### config.mk
export PLATFORM = sky130hd
export DESIGN_NAME = fetch_unit
export DESIGN_NICKNAME = d
export VERILOG_FILES = /design/src/rtl/fetch_unit.sv
export SDC_FILE = /design/constraint.sdc
export NUM_CORES = 1
export LEC_CHECK = 0
export BUFFER_PORTS_ARGS = -buffer_cell sky130_fd_sc_hd__buf_2
export CORE_ASPECT_RATIO = 1.4
export CORE_UTILIZATION = 37
export DETAILED_ROUTE_END_ITERATION = 6
export GPL_TIMING_DRIVEN = 0
export PLACE_DENSITY = 0.61
export SLEW_MARGIN = 20
export SYNTH_ARGS = -nofsm -noshare
export SYNTH_HDL_FRONTEND = slang
export SYNTH_SLANG_ARGS = --single-unit
### constraint.sdc
create_clock -name clk_i -period 2.7 [get_ports clk_i]
set_input_delay 0.405 -clock clk_i [delete_from_list [all_inputs] [get_ports clk_i]]
set_output_delay 0.405 -clock clk_i [all_outputs]
set_load 0.05 [all_outputs]
### src/rtl/fetch_unit.sv
`default_nettype none
// ============================================================================
// fetch_unit : PC/instruction-fetch stage with decode slices, jump commit,
//              misaligned-target and fetch-timeout detection.
// Revision   : 1.0
// ============================================================================
module fetch_unit #(
  parameter logic [31:0] RESET_PC = 32'h0000_0000,
  parameter int unsigned TIMEOUT  = 255
) (
  input  logic        clk_i,
  input  logic        rst_n_i,
  output logic        imem_req_o,
  output logic [31:0] imem_addr_o,
  input  logic        imem_rvalid_i,
  input  logic [31:0] imem_rdata_i,
  input  logic        stall_i,
  input  logic        JB_instr_i,
  input  logic        JALR_instr_i,
  input  logic [31:0] imm_ext_i,
  input  logic [31:0] rs1_data_i,
  output logic [31:0] instr_o,
  output logic [6:0]  op_o,
  output logic [2:0]  funct3_o,
  output logic        funct7_b5_o,
  output logic [4:0]  rs1_o,
  output logic [4:0]  rs2_o,
  output logic [4:0]  rd_o,
  output logic [31:0] pc_o,
  output logic [31:0] pc_plus4_o,
  output logic        instr_valid_o,
  output logic        retire_o,
  output logic [1:0]  err_code_o
);

  localparam logic [31:0] NOP          = 32'h0000_0013;
  localparam logic [1:0]  ERR_NONE     = 2'd0;
  localparam logic [1:0]  ERR_MISALIGN = 2'd1;
  localparam logic [1:0]  ERR_TIMEOUT  = 2'd2;

  typedef enum logic [1:0] {
    S_IDLE  = 2'd0,
    S_FETCH = 2'd1,
    S_EXEC  = 2'd2,
    S_HALT  = 2'd3
  } state_e;

  state_e      state_q, state_d;
  logic [31:0] pc_q, pc_d;
  logic [31:0] instr_q, instr_d;
  logic [31:0] cnt_q, cnt_d;
  logic [1:0]  err_q, err_d;
  logic        retire_q, retire_d;

  logic [31:0] target;
  logic        timeout_hit;

  // JALR takes priority over JB; JALR clears bit 0 of its target.
  always_comb begin
    if (JALR_instr_i) begin
      target = (rs1_data_i + imm_ext_i) & ~32'h1;
    end else if (JB_instr_i) begin
      target = pc_q + imm_ext_i;
    end else begin
      target = pc_q + 32'd4;
    end
  end

  assign timeout_hit = (TIMEOUT != 0) && (cnt_q == (TIMEOUT - 32'd1));

  always_comb begin
    state_d  = state_q;
    pc_d     = pc_q;
    instr_d  = instr_q;
    cnt_d    = cnt_q;
    err_d    = err_q;
    retire_d = 1'b0;
    case (state_q)
      S_IDLE: begin
        state_d = S_FETCH;
      end
      S_FETCH: begin
        if (imem_rvalid_i) begin
          instr_d = imem_rdata_i;
          cnt_d   = 32'd0;
          state_d = S_EXEC;
        end else if (timeout_hit) begin
          err_d   = ERR_TIMEOUT;
          state_d = S_HALT;
        end else begin
          cnt_d = cnt_q + 32'd1;
        end
      end
      S_EXEC: begin
        if (!stall_i) begin
          if (target[1]) begin
            err_d   = ERR_MISALIGN;
            state_d = S_HALT;
          end else begin
            pc_d     = target;
            retire_d = 1'b1;
            state_d  = S_FETCH;
          end
        end
      end
      S_HALT: begin
        state_d = S_HALT;
      end
      default: begin
        state_d = S_IDLE;
      end
    endcase
  end

  always_ff @(posedge clk_i) begin
    if (!rst_n_i) begin
      state_q  <= S_IDLE;
      pc_q     <= RESET_PC;
      instr_q  <= NOP;
      cnt_q    <= 32'd0;
      err_q    <= ERR_NONE;
      retire_q <= 1'b0;
    end else begin
      state_q  <= state_d;
      pc_q     <= pc_d;
      instr_q  <= instr_d;
      cnt_q    <= cnt_d;
      err_q    <= err_d;
      retire_q <= retire_d;
    end
  end

  assign imem_req_o    = (state_q == S_FETCH);
  assign imem_addr_o   = pc_q;
  assign instr_valid_o = (state_q == S_EXEC);
  assign retire_o      = retire_q;
  assign err_code_o    = err_q;

  assign instr_o     = instr_q;
  assign op_o        = instr_q[6:0];
  assign funct3_o    = instr_q[14:12];
  assign funct7_b5_o = instr_q[30];
  assign rs1_o       = instr_q[19:15];
  assign rs2_o       = instr_q[24:20];
  assign rd_o        = instr_q[11:7];
  assign pc_o        = pc_q;
  assign pc_plus4_o  = pc_q + 32'd4;

endmodule
`default_nettype wire

==> summary.md <==
| Metric | Value |
|---|---|
| Status | complete, but fails checks |
| Failing checks | setup timing |
| Gr usage total | 27.3% |
| Crit path kind | register to primary output |
| Flop and latch count out of synthesis | 100 |
| Crit share post-route | 104% |
| Critical Path RT | 2.30 ns |
| DRC | 0 |
| Area growth syn-to-layout | 35.7% |
| Area of the die | 24200 µm² |
| Hold WC Path Type | input pin to register |
| Slew margin rel. | 43.6% |
| First-pass GRT wire length | 50800 µm |
| CTS clock-pin slew for the worst setup and hold paths | 0.08 ns |
| Sw Share | 39.6% |
| Max-cap violations | 0 |
| Worst-Margin Slew | 0.846 ns |
| CP startpoint | imem_addr_o[7] |
| Fin crit period | 2.80 ns |
| Worst vdd ir | 0.000256 V |
| Routed Antenna Nets | 0 |
| Synth Cell Area | 8730 µm² |
| Htree depth | 3 |
| NumNets Final | 1650 |
| Post-Syn Instances | 1172 |
| Vias | 9803 |
| CTS Buf Count | 9 |
| CP Max Fanout | 7 |
| Leak Pwr | 5.48 nW |
| Hpwl dp | 26400 µm |
| Pwr Density | 385 nW/µm² |
| Switch Pwr | 1.81 mW |
| Port bufs | 255 |
| Syn_area_per_cell | 7.45 µm² |
| Crit Reg-Reg Endpoint | imem_addr_o[24] |
| CORE AREA | 23200 µm² |
| Yosys warns | 0 |
| Initial antenna violation count | 2 |
| Largest net degree at the start of global routing | 19 |
| Clock Sinks | 100 |
| Die extent in y | 184 µm |
| Critical path endpoint | pc_plus4_o[30] |
| Unrepaired setup endpoints after global routing | yes |
| DR WL/cell | 18.7 µm |
| P_int | 2.76 mW |
| Fmax | 0.357 GHz |
| CTS tree | built |
| Rows | 66 |
| Violation count after the first detailed-routing iteration | 442 |
| Reg2reg start | imem_addr_o[11] |
| Comb pwr share | 37.0% |
| Congestion Overflow GR | 0 |
| Post-DR vias/cell | 5.46 |
| Sequential Power Share | 34.6% |
| Pins Over Slew Limit | 0 |
| Placer Congestion | 0.983 |
| Setup slack, reg-to-reg | -0.03 ns |
| Die width | 132 µm |
| Final setup vio count | 5 |
| PnR worst setup slack | -0.0978 ns |
| Final-report hold violation count | 0 |
| Crit end category | primary output |
| Number of enable flip-flop cells after synthesis | 0 |
| Post-Route Setup TNS | -0.224 ns |
| Largest area contributor in the netlist | dfxtp_1 |
| Pre-antenna DRT Iters | 5 |
| Post-synth top flop | dfxtp_1 |
| Clock Power Share | 28.4% |
| Clock Latency Late Sink | 0.37 ns |
| Setup Skew | 0.0130 ns |
| Final WL | 33600 µm |
| CP arrival | 2.39 ns |
| Root Driver | clkbuf_16 |
| Post-synthesis sequential area ratio | 22.9% |
| Worst setup SP type | register |
| Max Root-Sink Buffers | 2 |
| Cells on worst reg2reg path | 9 |
| Synth area leaders | dfxtp_1 23%, ha_1 9.2%, nand2_1 7.4%, a21oi_1 5.8%, buf_4 5.2% |
| Ys async rst share | 0% |
| Post-synth top area share | 22.9% |
| Share of layout cells above drive strength 1 | 34.1% |
| Yosys cell types | 83 |
| Initial Util | 37.6% |
| Final core occ | 51.1% |
| Number of global-route vias before repair | 9341 |
| I/O pin count | 261 |
==> logic make-up after synthesis <==
logic type | count (synthesis) | share of synthesized area [%]
other | 1 | 0.0429
DFF | 100 | 22.9
adders and majority gates | 65 | 9.40
AOI/OAI and AO/OA | 330 | 24.7
xor gates and xnor gates | 93 | 9.33
buffers and inverters | 140 | 9.34
and+or+nand+nor | 436 | 23.4
muxes | 7 | 0.817
==> synthesized netlist by cell type, types with 4 or more instances <==
master and number:
mux2i_1 6, a211oi_1 16, nand3_1 40, or2_2 5, and3_1 15, nand2_1 172
a21oi_1 101, nand2b_1 5, o211a_1 6, o21bai_1 4, clkbuf_8 4, a221oi_1 4
nor4_1 8, o21ai_0 74, and2_1 5, a31oi_1 13, o211ai_1 16, inv_1 29
xnor2_1 46, o21a_1 11, and4_1 6, nor3_1 29, nand4_1 19, ha_1 64
nor2b_1 6, o31ai_1 5, xor2_1 47, a2111oi_0 6, or3_1 15, clkbuf_1 40
nor2_1 93, a21o_1 21, dfxtp_1 100, a21boi_0 16, buf_4 61
==> power by group through the flow <==
stage	logic, mW	registers (mW)	clock network (mW)
2_1_floorplan	0.993	1.74	0
3_3_place_gp	1.55	1.62	0
3_5_place_dp	1.56	1.62	0
4_1_cts	1.60	1.58	1.31
5_1_grt	1.81	1.59	1.38
6_report	1.69	1.58	1.30
==> worst min path at each step <==
stage / endpoint / startpoint / cells after the start / slack, ns
6_report: instr_o[4] / imem_rdata_i[4] / 3 / 0.25
5_1_grt: state_q[0] / stall_i / 2 / 0.26
4_1_cts: state_q[0] / stall_i / 2 / 0.25
3_5_place_dp: instr_o[31] / instr_o[31] / 2 / 0.46
3_3_place_gp: instr_o[26] / instr_o[26] / 2 / 0.45
2_1_floorplan: state_q[1] / state_q[0] / 2 / 0.45
==> what timing repair did <==
action | CTS | global route
cloned | 0 | 0
buffers inserted | 18 | 28
gates resized for setup | 72 | 74
endpoints found under the setup margin | 42 | 46
hold buffers | 0 | 0
pin swaps | 24 | 36
==> layout by cell type, fill, tap and decap left out, types with 16 or more instances in the layout <==
master,Yosys,routed
ha_1,64,46
buf_4,61,108
nor3_1,29,25
nand3_1,40,35
inv_1,29,29
dfxtp_1,100,80
xnor2_1,46,38
clkbuf_1,40,35
nor2_1,93,87
nand4_1,19,19
a21oi_1,101,97
buf_2,2,242
a21o_1,21,21
o21ai_0,74,66
xor2_1,47,42
a21boi_0,16,16
o211ai_1,16,16
nand2_1,172,171
==> worst max-delay path: stages, from the launching register on <==
cell	delay (ns)
dfxtp_4	0.41
nand4_1	0.21
buf_4	0.21
nor3_4	0.27
and3_4	0.28
nand4_1	0.21
xnor2_4	0.24
buf_6	0.19
==> sequential cells by signal, indices dropped and copies added (netlist names) <==
signal	flops
cnt_q	32
instr_o	32
imem_addr_o	31
err_code_o	2
state_q	2
retire_o	1
==> per-stage QoR <==
step,hold slack [ns],instances,power [mW],cell area [µm²],setup slack [ns]
after floorplan,0.447,1174,2.74,8980,0.0228
after global placement,0.450,1735,3.17,10600,-0.758
after detailed placement,0.456,1735,3.18,10600,-0.756
after CTS,0.246,1768,4.50,11400,-0.0751
after global routing,0.262,1795,4.78,11900,-0.152
final,0.253,1795,4.57,11900,-0.0978
==> final cells by class <==
class,instances,area (µm²)
Buffer,107,696
Timing Repair Buffer,301,1700
Antenna cell,1,2.50
Inverter,30,116
Tap cell,306,383
Clock inverter,6,56.3
Multi-Input combinational cell,934,6600
Sequential cell,100,2060
Clock buffer,10,229
Fill cell,2338,11400
==> per-layer routing <==
metal  up-vias  global-route usage [%]  routed length [µm]
li1       4767                       -                   -
met1      4556                    28.9               12800
met2       392                    51.0               17300
met3        86                    4.16                1810
met4         2                    16.1                1570
met5         -                       0                  13
No activity file was read; power rests on OpenSTA's default activity.
